$ cat config.mk
export PLATFORM = sky130hd
export DESIGN_NAME = letc_core_stage_f1
export DESIGN_NICKNAME = d
export VERILOG_FILES = /design/src/rtl/letc_core_pkg.sv /design/src/rtl/letc_core_stage_f1.sv
export SDC_FILE = /design/constraint.sdc
export NUM_CORES = 1
export LEC_CHECK = 0
export CAP_MARGIN = 20
export CORE_UTILIZATION = 40
export DETAILED_ROUTE_END_ITERATION = 8
export HOLD_SLACK_MARGIN = 0.08
export PLACE_DENSITY = 0.6
export REMOVE_ABC_BUFFERS = 1
export SLEW_MARGIN = 20
export SYNTH_ARGS = -nofsm -noshare
export SYNTH_HDL_FRONTEND = slang
export SYNTH_SLANG_ARGS = --single-unit
$ cat constraint.sdc
create_clock -name i_clk -period 2.5 [get_ports i_clk]
set_input_delay 0.75 -clock i_clk [delete_from_list [all_inputs] [get_ports i_clk]]
set_output_delay 0.75 -clock i_clk [all_outputs]
set_load 0.05 [all_outputs]
$ cat src/rtl/letc_core_pkg.sv
// letc_core_pkg: shared types and constants for the LETC core fetch front end.
//   pc_t        32-bit program counter
//   f1_to_f2_s  registered F1 -> F2 bundle {valid, fetch_addr, misaligned}
//   f1_state_e  F1 control state
//   PC_INCR     sequential fetch increment
package letc_core_pkg;

    typedef logic [31:0] pc_t;

    typedef struct packed {
        logic valid;
        pc_t  fetch_addr;
        logic misaligned;
    } f1_to_f2_s;

    typedef enum logic [1:0] {
        F1_BOOT,
        F1_RUN,
        F1_MISALIGN_WAIT
    } f1_state_e;

    localparam pc_t PC_INCR = 32'd4;

endpackage

$ cat src/rtl/letc_core_stage_f1.sv
// letc_core_stage_f1: first fetch stage, owns the PC and issues one fetch address per cycle to F2.
//   i_clk / i_rst_n      clock, asynchronous active-low reset
//   o_stage_ready        high once out of BOOT
//   i_stage_flush        squash the issued address (replayed on the next advance)
//   i_stage_stall        hold all state
//   i_f2_ready           F2 consumes the current output this cycle
//   i_redirect_valid/addr load a new PC (one bubble)
//   o_f1_to_f2           registered {valid, fetch_addr, misaligned}
// Build option: LETC_CORE_F1_MISALIGN_CHECK_EN keeps misaligned redirect targets, flags
// them on issue and parks in MISALIGN_WAIT until the next redirect. Without it, targets
// are word-aligned on load and misaligned is always 0.
module letc_core_stage_f1
    import letc_core_pkg::*;
#(
    parameter pc_t RESET_PC = 32'h0000_0000
) (
    input  logic      i_clk,
    input  logic      i_rst_n,
    output logic      o_stage_ready,
    input  logic      i_stage_flush,
    input  logic      i_stage_stall,
    input  logic      i_f2_ready,
    input  logic      i_redirect_valid,
    input  pc_t       i_redirect_addr,
    output f1_to_f2_s o_f1_to_f2
);

`ifdef LETC_CORE_F1_MISALIGN_CHECK_EN
    localparam logic MIS_EN = 1'b1;
`else
    localparam logic MIS_EN = 1'b0;
`endif

    f1_state_e state_q, state_d;
    pc_t       pc_q, pc_d;
    f1_to_f2_s out_q, out_d;
    pc_t       target;
    logic      adv;
    logic      mis;

    assign adv    = !i_stage_stall && i_f2_ready;
    assign target = MIS_EN ? i_redirect_addr : (i_redirect_addr & ~32'd3);
    assign mis    = MIS_EN && (pc_q[1:0] != 2'b00);

    always_ff @(posedge i_clk or negedge i_rst_n) begin
        if (!i_rst_n) begin
            state_q <= F1_BOOT;
            pc_q    <= RESET_PC;
            out_q   <= '0;
        end else begin
            state_q <= state_d;
            pc_q    <= pc_d;
            out_q   <= out_d;
        end
    end

    always_comb begin
        state_d = state_q;
        case (state_q)
            F1_BOOT:          state_d = F1_RUN;
            F1_RUN:           state_d = (!i_redirect_valid && !i_stage_flush && adv && mis) ? F1_MISALIGN_WAIT : F1_RUN;
            F1_MISALIGN_WAIT: state_d = i_redirect_valid ? F1_RUN : F1_MISALIGN_WAIT;
            default:          state_d = F1_BOOT;
        endcase
    end

    // Redirect beats flush beats hold beats advance; BOOT ignores everything.
    always_comb begin
        pc_d  = pc_q;
        out_d = out_q;
        if (state_q != F1_BOOT) begin
            if (i_redirect_valid) begin
                pc_d        = target;
                out_d.valid = 1'b0;
            end else if (i_stage_flush) begin
                out_d.valid = 1'b0;
                // Rewind so the squashed address is issued again.
                if (state_q == F1_RUN && out_q.valid)
                    pc_d = out_q.fetch_addr;
            end else if (adv) begin
                if (state_q == F1_RUN) begin
                    out_d = '{valid: 1'b1, fetch_addr: pc_q, misaligned: mis};
                    pc_d  = mis ? pc_q : pc_q + PC_INCR;
                end else begin
                    out_d.valid = 1'b0;
                end
            end
        end
    end

    assign o_stage_ready = (state_q != F1_BOOT);
    assign o_f1_to_f2    = out_q;

endmodule

# After elaboration in Yosys (flattened, before gate mapping)
# Index checks and enable logic that the tools add are counted.
# Widths: inputs -> output; s select.
[op_classes] n_addsub=1 n_eq_ne=3 mux=12 n_bitwise=2 n_reduce_logical=11
[op_table] op="$mux 32" count=5
[op_table] op="$mux 34" count=1
[op_table] op="$mux 33" count=1
[op_table] op="$add 32x3->32 const B" count=1
[op_table] op="$reduce_bool 3->1" count=2
[op_table] op="$reduce_and 5->1" count=1
[op_table] op="$pmux 2 s2" count=1
[op_table] op="$reduce_and 4->1" count=1
[op_table] op="$mux 1" count=3
[op_table] op="$ne 3x1->1 const B" count=1
[op_table] op="$eq 2x1->1 const B" count=1
[op_table] op="$eq 2x2->1 const B" count=1
[op_table] op="$logic_and 1x1->1" count=2
[op_table] op="$logic_not 2->1" count=1
[op_table] op="$mux 2" count=1
[op_table] op="$not 1->1" count=2
[op_table] op="$reduce_and 2->1" count=1
[op_table] op="$reduce_bool 2->1" count=1
[op_table] op="$reduce_or 2->1" count=1
[op_table] op="$logic_not 1->1" count=1
[word_totals] ff_bits=67 inputBits=38 output_inout_bits=35 elab_cells=33

# Longest topological paths before layout
# Gate-level depths: netlist of the first run.
[depth] word_depth=5 depth_mapped=8 depth_no_buf=6

# Worst setup path before layout of the first run
# No wires, ideal clock.
[synth_timing] kind="input-to-reg" from="input i_redirect_valid" to="register out_q (netlist bit o_f1_to_f2[10])" setup_time_ns=0.128 t_arrival_ns=1.945 t_required_ns=2.372 setup_slack_ns=0.427 cell_stages=7 path_buffers=3 cell_sequence="buf_2 or2_1 nor2_1 nand3b_1 buf_2 buf_6 mux2_1"
[synth_via] elab_chain_len=2
[synth_rtl] element="start: declaration" line="letc_core_stage_f1.sv:23" source="input logic i_redirect_valid,"
[synth_rtl] element="$not 1->1 (no line)"
[synth_rtl] element="$reduce_and 5->1 (no line)"
[synth_rtl] element="end signal: assignment" line="letc_core_stage_f1.sv:53" source="out_q <= out_d;"
[synth_rtl] element="end: declaration" line="letc_core_stage_f1.sv:36" source="f1_to_f2_s out_q, out_d;"
# Every way passes these cells.
# A chain may end at the register's enable or synchronous reset.

# Final worst setup path of the first run
[layout_timing] from="register out_q (netlist bit o_f1_to_f2[33])" to="output o_f1_to_f2[33] (netlist bit)"
[layout_rtl] element="end: declaration" line="letc_core_stage_f1.sv:25" source="output f1_to_f2_s o_f1_to_f2"
# No word-level cell between the ends.

==> results of run 1 <==
[cell usage after synthesis (3+ instances only)]
| library cell | count | area (um2) |
|---|---|---|
| mux2_2 | 6 | 67.6 |
| o21ai_1 | 14 | 70.1 |
| nor3_1 | 3 | 15.0 |
| nand3_1 | 7 | 35.0 |
| o211ai_1 | 5 | 37.5 |
| a22oi_1 | 11 | 82.6 |
| o21ai_0 | 36 | 180 |
| o2bb2ai_1 | 4 | 35.0 |
| dfrtp_1 | 67 | 1680 |
| a22o_1 | 5 | 43.8 |
| nand4_2 | 3 | 37.5 |
| mux2_1 | 22 | 248 |
| inv_1 | 7 | 26.3 |
| o22ai_1 | 3 | 18.8 |
| buf_6 | 3 | 33.8 |
| a31oi_1 | 11 | 68.8 |
| a222oi_1 | 4 | 40.0 |
| a21oi_1 | 18 | 90.1 |
| buf_2 | 7 | 35.0 |
| nor2b_1 | 3 | 18.8 |
| nand2_1 | 28 | 105 |
| a221oi_1 | 5 | 43.8 |
| o31a_1 | 6 | 52.6 |
| clkbuf_1 | 13 | 48.8 |
| nand4_1 | 4 | 25.0 |
| nor2_1 | 25 | 93.8 |
| and3_1 | 7 | 43.8 |
[registers in the layout (all words and copies together) (netlist names)]
register / cells
state_q: 2
pc_q: 32
o_f1_to_f2: 33
[stage by stage]
stage               cells  setup TNS (ns)  utilization
floorplan             345          -31.61            -
global placement      551           -3.49        0.525
detailed placement    551           -3.88        0.525
CTS                   566               0        0.547
global route          566               0        0.547
finish                566               0        0.547
[final cells by class]
| type | instances | area (um2) | area share |
|---|---|---|---|
| multi-input combinational | 271 | 1840 | 0.383 |
| inverter | 7 | 26.3 | 0.00546 |
| clock inverter | 2 | 35.0 | 0.00728 |
| timing repair buffer | 98 | 940 | 0.195 |
| clock buffer | 13 | 159 | 0.0330 |
| sequential | 67 | 1680 | 0.348 |
| tap | 108 | 135 | 0.0281 |
[layer usage]
metal	up-vias	routed length [um]	track usage
met5	-	0	0
li1	1569	-	-
met3	15	427	0.0387
met2	87	4590	0.334
met4	0	191	0.0991
met1	1624	4490	0.299
[repair_timing]
action / 4_1_cts / 5_1_grt
gates resized for setup: 1 / 0
hold buffers: 0 / 0
endpoints found under the setup margin: 1 / 0
[worst max path at each step]
stage,startpoint,to,cells past startpoint
finish,o_f1_to_f2[33],o_f1_to_f2[33],1
global route,i_redirect_valid,pc_q[28],9
CTS,i_redirect_valid,pc_q[28],9
detailed placement,i_redirect_valid,pc_q[28],9
global placement,i_redirect_valid,pc_q[28],9
floorplan,i_redirect_valid,pc_q[30],5
[kinds of logic (layout without fill, tap and decap cells)]
kind of cell / Yosys count / count (layout) / synth area share
AO/OA/AOI/OAI: 134 / 134 / 0.237
adder cells (fa/ha/maj): 1 / 1 / 0.00340
buffers and inverters: 33 / 120 / 0.0432
flip-flops: 67 / 67 / 0.456
multiplexers: 30 / 30 / 0.0912
other: 1 / 1 / 0.00102
AND/OR/NAND/NOR: 105 / 105 / 0.168
[where the power goes]
group	leakage [nW]	internal [mW]	switching, mW	total (mW)
Combinational	1.08	0.487	0.767	1.25
Sequential	0.850	1.29	0.231	1.52
Clock	0.0995	0.509	0.404	0.914
Total	2.03	2.29	1.40	3.69
[worst register-to-register path, cell delays in order, from the launching register on]
cell and delay (ns):
dfrtp_1 0.47, ha_1 0.28, nand3_2 0.21, nor3_4 0.30, nand4_2 0.21, o41a_1 0.37
o22ai_2 0.12
==> PnR_summary.wiki, run 1 <==
{| class="wikitable"
! Metric !! Value
|-
| Initial standard-cell utilization of the core || 0.417
|-
| Largest net degree at the start of global routing || 38
|-
| Final period util || 0.940
|-
| Number of antenna violations at the first check in global routing || 0
|-
| Fraction of final layout cells with drive strength greater than 1 || 0.138
|-
| Insertion delay of the later-clocked pin in the worst-skew pair || 0.35 ns
|-
| Sequential cell area fraction in the yosys report || 0.456
|-
| Least-Margin Pin Slew || 0.500 ns
|-
| Achievable frequency || 0.426 GHz
|-
| Gr usage total || 0.217
|-
| Final clock skew || about 0.0095 ns
|-
| Yosys warning count || 0
|-
| # fillers || 826
|-
| Post-layout power || 3.69 mW
|-
| Crit path buf inv count || 1
|-
| Nets || around 490
|-
| Port-buffer cells || 69
|-
| Top_reg_cell synth || dfrtp_1
|-
| MaxCap Viol Count || 0
|-
| Vertical extent of the die || slightly below 100 um
|-
| Internal reg-to-reg setup slack || 0.47 ns
|-
| Peak VDD IR || 0.335 mV
|-
| Num CTS Buffers || 9
|-
| Final hold violation count || 0
|-
| Data arrival time of the worst path || 1.60 ns
|-
| Antenna cells || 0
|-
| Antenna Nets Post-Route || 0
|-
| Count of pins on the block boundary || 73
|-
| Highest fanout seen on the critical path || 5
|-
| Cell-by-cell trace of the critical path || clkdlybuf4s50_1
|-
| Category of the worst setup path capture point || output pin
|-
| Post-CTS setup buffer count || 0
|-
| Failing checks || design-rule violations
|-
| Finished Cell Area || between 4000 and 5000 um2
|-
| Drt first pass iters || 7
|-
| GP Congestion || 0.857
|-
| Detailed router's first-iteration violation count || between 200 and 250
|-
| Library cells used by synthesis || 58
|-
| Core area || 8810 um2
|-
| Clock tree from TritonCTS || done
|-
| Area growth from synthesis to layout || 31.0%
|-
| Worst reg2reg path endpoint || pc_q[26]
|-
| Final Max Tran Viols || 0
|-
| Std cell rows || 34
|-
| Total number of vias || 3295
|-
| Global-route congestion overflow total || 0
|-
| P_leak || 2.03 nW
|-
| Half-perimeter wire length after placement || 6810 um
|-
| Syn avg cell area || 9.91 um2
|-
| Total standard cell area after synthesis || 3680 um2
|-
| Launching element type of the critical path || register
|-
| Worst setup path category || register to output pin
|-
| Req. time, crit path || around 1.8 ns
|-
| PwrDens || between 700 and 800 nW/um2
|-
| Unrepaired setup endpoints after global routing || no
|-
| Wire length after detailed routing || 9700 um
|-
| Die Outline Area || ~9600 um2
|-
| Worst max-slew margin expressed relative to the limit || 0.666
|-
| Commonest non-fill, non-tap cells in the layout || 67 x clkdlybuf4s50_1, 67 x dfrtp_1, 36 x o21ai_0
|-
| Die X || ~98 um
|-
| Dpl cell area || 4620 um2
|-
| Worst slack after detailed placement || -0.227 ns
|-
| Number of cells produced by synthesis || 371
|-
| Hold WC Path Type || input pin to asynchronous set/reset pin
|-
| CTS clock-pin slew for the worst setup and hold paths || ~0.07 ns
|-
| Worst path slowest cell || clkdlybuf4s50_1
|-
| Final routed wire length divided by cell count || 17.1 um
|-
| H-tree Lvls || 3
|-
| Cell family with most CP delay || buffers and inverters
|-
| Async set-reset flop share out of synthesis || 1.00
|-
| Result of the run || finished, violations left
|-
| Final worst path period need || 2.35 ns
|-
| Clock root buffer || clkbuf_8
|-
| FF-to-FF path depth || 6
|-
| Number of synthesized register bits || 67
|-
| Reg2Reg Launch Point || pc_q[2]
|-
| Number of buffers on the longest clock path || 2
|-
| Worst setup slack after layout || 0.151 ns
|-
| Clk sinks || 67
|-
| Via/cell ratio || a little under 6
|-
| Wire length of the first global-routing pass || between 15000 and 20000 um
|-
| Post-detailed-route DRC marker count || 3
|-
| Worst stage delay on the critical path || 0.83 ns
|-
| Worst hold-check slack || between 0.2 and 0.3 ns
|-
| Setup-violating endpoint count in the final report || 0
|-
| Vias in the first global route || 3252
|-
| Number of synthesized flops with an enable pin || 0
|}
No activity file was read; power rests on OpenSTA's default activity.
==> run 2: changes to the inputs <==
GPL_TIMING_DRIVEN = 0   (was default)
PLACE_DENSITY = 0.74   (was 0.6)
==> PnR_summary.wiki, run 2 (synthesis results as in run 1) <==
{| class="wikitable"
! Metric !! Value
|-
| Category of the worst setup path capture point || output pin
|-
| Worst setup path category || register to output pin
|-
| Most common cell after layout, fill and taps aside || dfrtp_1
|-
| Dpl cell area || about 4500 um2
|-
| Final core utilization || 0.534
|-
| Vias in the first global route || 3131
|-
| Worst setup slack after layout || 0.143 ns
|-
| Final clock skew || ~0.0070 ns
|-
| Num CTS Buffers || 9
|-
| Peak VDD IR || 0.396 mV
|-
| Die Outline Area || 9580 um2
|-
| Finished Cell Area || 4700 um2
|-
| FF-to-FF path depth || 6
|-
| Post-Route Setup TNS || 0 ns
|-
| Die X || 97.9 um
|-
| Core area || 8810 um2
|-
| Global-route congestion overflow total || 0
|-
| Initial standard-cell utilization of the core || 0.417
|-
| # fillers || ~800
|-
| Final hold violation count || 0
|-
| Launching element type of the critical path || register
|-
| Failing checks || design-rule violations
|-
| Number of flip-flops in the largest register || 33
|-
| Final Max Tran Viols || 0
|-
| Antenna cells || 0
|-
| Commonest non-fill, non-tap cells in the layout || 67 x dfrtp_1, 65 x clkdlybuf4s50_1, 36 x o21ai_0
|-
| Wire length of the first global-routing pass || roughly 16000 um
|-
| Detailed router's first-iteration violation count || 247
|-
| H-tree Lvls || 3
|-
| Result of the run || finished, violations left
|-
| Clock root buffer || clkbuf_8
|-
| Number of hold buffers added after cts || 0
|-
| Half-perimeter wire length after placement || approximately 6400 um
|-
| Hold WC Path Type || input pin to asynchronous set/reset pin
|-
| Area growth from synthesis to layout || 27.9%
|-
| Unrepaired setup endpoints after global routing || no
|-
| Vertical extent of the die || 97.9 um
|-
| Gr usage total || 0.208
|-
| Worst slack after detailed placement || -1.30 ns
|-
| Clk sinks || 67
|-
| CTS clock-pin slew for the worst setup and hold paths || 0.07 ns
|-
| Worst hold-check slack || between 0.3 and 0.4 ns
|-
| Largest net degree at the start of global routing || 40
|-
| MaxCap Viol Count || 0
|-
| Std cell rows || 34
|-
| Fraction of final layout cells with drive strength greater than 1 || 0.115
|-
| Least-Margin Pin Slew || approximately 0.74 ns
|-
| Post-detailed-route DRC marker count || 5
|-
| Total number of vias || 3283
|-
| Drt first pass iters || 7
|-
| Highest fanout seen on the critical path || 8
|-
| Post-layout power || 3.69 mW
|-
| Final routed wire length divided by cell count || roughly 17 um
|-
| Number of buffers on the longest clock path || 2
|-
| Via/cell ratio || 5.97
|-
| Count of pins on the block boundary || between 70 and 80
|-
| Setup-violating endpoint count in the final report || 0
|-
| Data arrival time of the worst path || 1.61 ns
|-
| Clock tree from TritonCTS || done
|-
| Final worst path period need || ~2.4 ns
|-
| Insertion delay of the later-clocked pin in the worst-skew pair || ~0.35 ns
|-
| Achievable frequency || ~0.42 GHz
|-
| GP Congestion || 0.798
|-
| Req. time, crit path || around 1.8 ns
|-
| PwrDens || around 790 nW/um2
|-
| Port-buffer cells || 69
|-
| Worst max-slew margin expressed relative to the limit || 0.507
|-
| Wire length after detailed routing || 9570 um
|-
| Antenna Nets Post-Route || 0
|-
| Non-filler cells, final || 550
|-
| Final period util || 0.943
|-
| Total placed cells including tap cells || 530
|-
| P_leak || between 1.5 and 2 nW
|-
| Nets || around 480
|-
| Number of antenna violations at the first check in global routing || 0
|}
run 2: cell count changes in the layout (fill, tap and decap cells not counted), moves of 2 or more:
| cell | delta |
|---|---|
| buf_4 | -17 |
| buf_12 | -2 |
| buf_8 | +2 |
| clkdlybuf4s50_1 | -2 |
run 2: area by class of cell:
cell class | instances | area (um2) | share of cell area
Inverter | 7 | 26.3 | 0.00559
Multi-Input combinational cell | 272 | 1850 | 0.394
Clock inverter | 2 | 35.0 | 0.00745
Timing Repair Buffer | 81 | 817 | 0.174
Sequential cell | 67 | 1680 | 0.356
Clock buffer | 13 | 159 | 0.0338
Tap cell | 108 | 135 | 0.0287
run 2: worst max-delay path: stages (launching register included):
cell and delay (ns):
dfrtp_1 0.46, or2_2 0.36, dlygate4sd2_1 0.44
run 2: metal layers:
layer	vias up	routed length [um]	global-route usage
met2	129	4450	0.327
met1	1593	4380	0.282
li1	1546	-	-
met4	0	136	0.0758
met5	-	0	0
met3	15	604	0.0451
run 2: report_power, final:
| part | leakage, nW | switching (mW) | total [mW] | internal, mW |
|---|---|---|---|---|
| Clock | 0.0995 | 0.412 | 0.921 | 0.509 |
| Sequential | 0.850 | 0.238 | 1.53 | 1.29 |
| Combinational | 1.00 | 0.769 | 1.24 | 0.472 |
| Total | 1.95 | 1.42 | 3.69 | 2.27 |
run 2: final timing paths:
check / to / from / slack (ns)
min: state_q[0] / i_rst_n / 0.33
max reg2reg: pc_q[26] / pc_q[2] / 0.37
max: o_stage_ready / state_q[0] / 0.14
min reg2reg: o_f1_to_f2[28] / o_f1_to_f2[28] / 0.51
max in group asynchronous: pc_q[10] / i_rst_n / 1.63
min in group i_clk: o_f1_to_f2[28] / o_f1_to_f2[28] / 0.51
run 2: repair_timing:
action | CTS | global route
pin swaps | 2 | 1
resized for setup | 4 | 3
buffers inserted | 1 | 3
cloned | 1 | 0
setup endpoints to repair | 57 | 25
==> run 3: changes to the inputs <==
CELL_PAD_IN_SITES_DETAIL_PLACEMENT = 1   (was default)
CELL_PAD_IN_SITES_GLOBAL_PLACEMENT = 2   (was default)
CORE_UTILIZATION = 32   (was 40)
HOLD_SLACK_MARGIN = default   (was 0.08)
PLACE_DENSITY = 0.9   (was 0.74)
==> PnR_summary.wiki, run 3 (synthesis results as in run 1) <==
{| class="wikitable"
! Metric !! Value
|-
| Antenna cells || 0
|-
| Fraction of final layout cells with drive strength greater than 1 || 0.130
|-
| P_leak || between 2 and 2.5 nW
|-
| Final hold violation count || 0
|-
| Largest net degree at the start of global routing || 37
|-
| Peak VDD IR || 0.381 mV
|-
| Clock root buffer || clkbuf_16
|-
| GP Congestion || 0.765
|-
| Wire length after detailed routing || 11100 um
|-
| Nets || 479
|-
| Final core utilization || 0.445
|-
| Die Outline Area || 11900 um2
|-
| Crit path buf inv count || 4
|-
| Drt first pass iters || 5
|-
| Non-filler cells, final || 585
|-
| Final clock skew || 0.00631 ns
|-
| Via/cell ratio || roughly 5.6
|-
| Vias in the first global route || 3461
|-
| Initial standard-cell utilization of the core || 0.333
|-
| Internal reg-to-reg setup slack || 0.36 ns
|-
| Result of the run || finished, final reports clean
|-
| Post-layout power || 4.12 mW
|-
| FF-to-FF path depth || 6
|-
| Worst setup path category || input pin to register
|-
| H-tree Lvls || 3
|-
| Clock tree from TritonCTS || done
|-
| Hold WC Path Type || input pin to asynchronous set/reset pin
|-
| Launching element type of the critical path || input pin
|-
| # fillers || ~1300
|-
| Die X || around 110 um
|-
| Worst max-slew margin expressed relative to the limit || 0.533
|-
| Wire length of the first global-routing pass || 18200 um
|-
| Final routed wire length divided by cell count || 18.9 um
|-
| Category of the worst setup path capture point || register
|-
| Achievable frequency || approximately 0.42 GHz
|-
| Vertical extent of the die || 109 um
|-
| Final Max Tran Viols || 0
|-
| Cell-by-cell trace of the critical path || clkdlybuf4s50_1, nor3b_2, o211ai_1, buf_4, buf_4, buf_6, or3_1, o311ai_2
|-
| Highest fanout seen on the critical path || 10
|-
| Half-perimeter wire length after placement || 7550 um
|-
| PwrDens || approximately 840 nW/um2
|-
| Post-detailed-route DRC marker count || 0
|-
| Unrepaired setup endpoints after global routing || no
|-
| Final period util || 0.957
|-
| Worst setup slack after layout || about 0.11 ns
|-
| Total number of vias || between 3000 and 4000
|-
| Worst reg2reg path endpoint || pc_q[26]
|-
| MaxCap Viol Count || 0
|-
| Least-Margin Pin Slew || roughly 0.70 ns
|-
| Port-buffer cells || 69
|-
| Most common cell type on the critical path || buf_4
|-
| Insertion delay of the later-clocked pin in the worst-skew pair || ~0.33 ns
|-
| Worst path slowest cell || clkdlybuf4s50_1
|-
| Worst stage delay on the critical path || around 0.47 ns
|-
| Most common cell after layout, fill and taps aside || dfrtp_1
|-
| Core area || 11000 um2
|-
| Area growth from synthesis to layout || 33.4%
|-
| Global-route congestion overflow total || 0
|-
| CTS clock-pin slew for the worst setup and hold paths || 0.06 ns
|-
| Cell family with most CP delay || buffers and inverters
|-
| Number of flip-flops in the largest register || 33
|-
| Worst slack after detailed placement || -1.16 ns
|-
| Gr usage total || 0.199
|-
| Finished Cell Area || 4900 um2
|-
| Number of buffers on the longest clock path || 2
|-
| Antenna Nets Post-Route || 0
|-
| Total placed cells including tap cells || 564
|-
| Num CTS Buffers || 9
|-
| Clk sinks || 67
|-
| Req. time, crit path || between 2 and 3 ns
|-
| Setup-violating endpoint count in the final report || 0
|-
| Detailed router's first-iteration violation count || 131
|-
| Number of antenna violations at the first check in global routing || 0
|-
| Commonest non-fill, non-tap cells in the layout || 67 x dfrtp_1, 65 x clkdlybuf4s50_1, 36 x o21ai_0
|-
| Count of pins on the block boundary || between 70 and 80
|-
| Std cell rows || 38
|-
| Number of hold buffers added after cts || 0
|-
| Data arrival time of the worst path || 2.62 ns
|-
| Reg2Reg Launch Point || pc_q[2]
|-
| Final worst path period need || about 2.4 ns
|-
| Dpl cell area || 4530 um2
|}
==> run 3: cell types whose count changed in the layout (fill, tap and decap cells not counted), moves of 2 or more <==
| cell | delta |
|---|---|
| buf_6 | +4 |
| clkbuf_1 | -2 |
| clkbuf_16 | +9 |
| clkbuf_8 | -8 |
==> run 3: per-stage QoR <==
stage                     TNS (ns)  hold slack (ns)
final                            0            0.369
after global placement     -312.99            0.479
after detailed placement    -51.54            0.508
after CTS                        0            0.382
after global routing             0            0.390
after floorplan             -31.61            0.454
==> run 3: metal layers <==
metal / track usage / up-vias / wire length (um) / share of wire
li1: - / 1542 / - / -
met1: 0.261 / 1656 / 5190 / 0.47
met2: 0.337 / 65 / 5370 / 0.49
met3: 0.0323 / 12 / 377 / 0.034
met4: 0.0571 / 0 / 122 / 0.011
met5: 0 / - / 0 / 0
==> run 3: worst max path at each step <==
stage                           startpoint  depth (start not counted)        endpoint
after detailed placement     i_stage_flush                          6  o_f1_to_f2[26]
after CTS                 i_redirect_valid                          6        pc_q[23]
after floorplan           i_redirect_valid                          5        pc_q[30]
after global placement    i_redirect_valid                          6        pc_q[30]
final                           i_f2_ready                          8        pc_q[28]
after global routing            i_f2_ready                          8        pc_q[28]
==> run 3: area by class of cell <==
| type | count | area (um2) | share of cell area |
|---|---|---|---|
| timing repair buffer | 83 | 846 | 0.172 |
| inverter | 7 | 26.3 | 0.00536 |
| clock buffer | 12 | 267 | 0.0543 |
| clock inverter | 4 | 47.5 | 0.00969 |
| tap | 140 | 175 | 0.0357 |
| multi-input combinational | 272 | 1870 | 0.381 |
| sequential | 67 | 1680 | 0.342 |
==> run 3: where the power goes <==
group	switching [mW]	total [mW]	internal [mW]
Sequential	0.244	1.54	1.30
Clock	0.462	1.31	0.850
Combinational	0.786	1.26	0.479
Total	1.49	4.12	2.62
==> run 3: timing repair <==
action,4_1_cts,5_1_grt
setup buffers,4,0
pin swaps,2,0
endpoints found under the setup margin,64,2
gates resized for setup,5,3
cloned,1,0
hold endpoints to repair,0,0
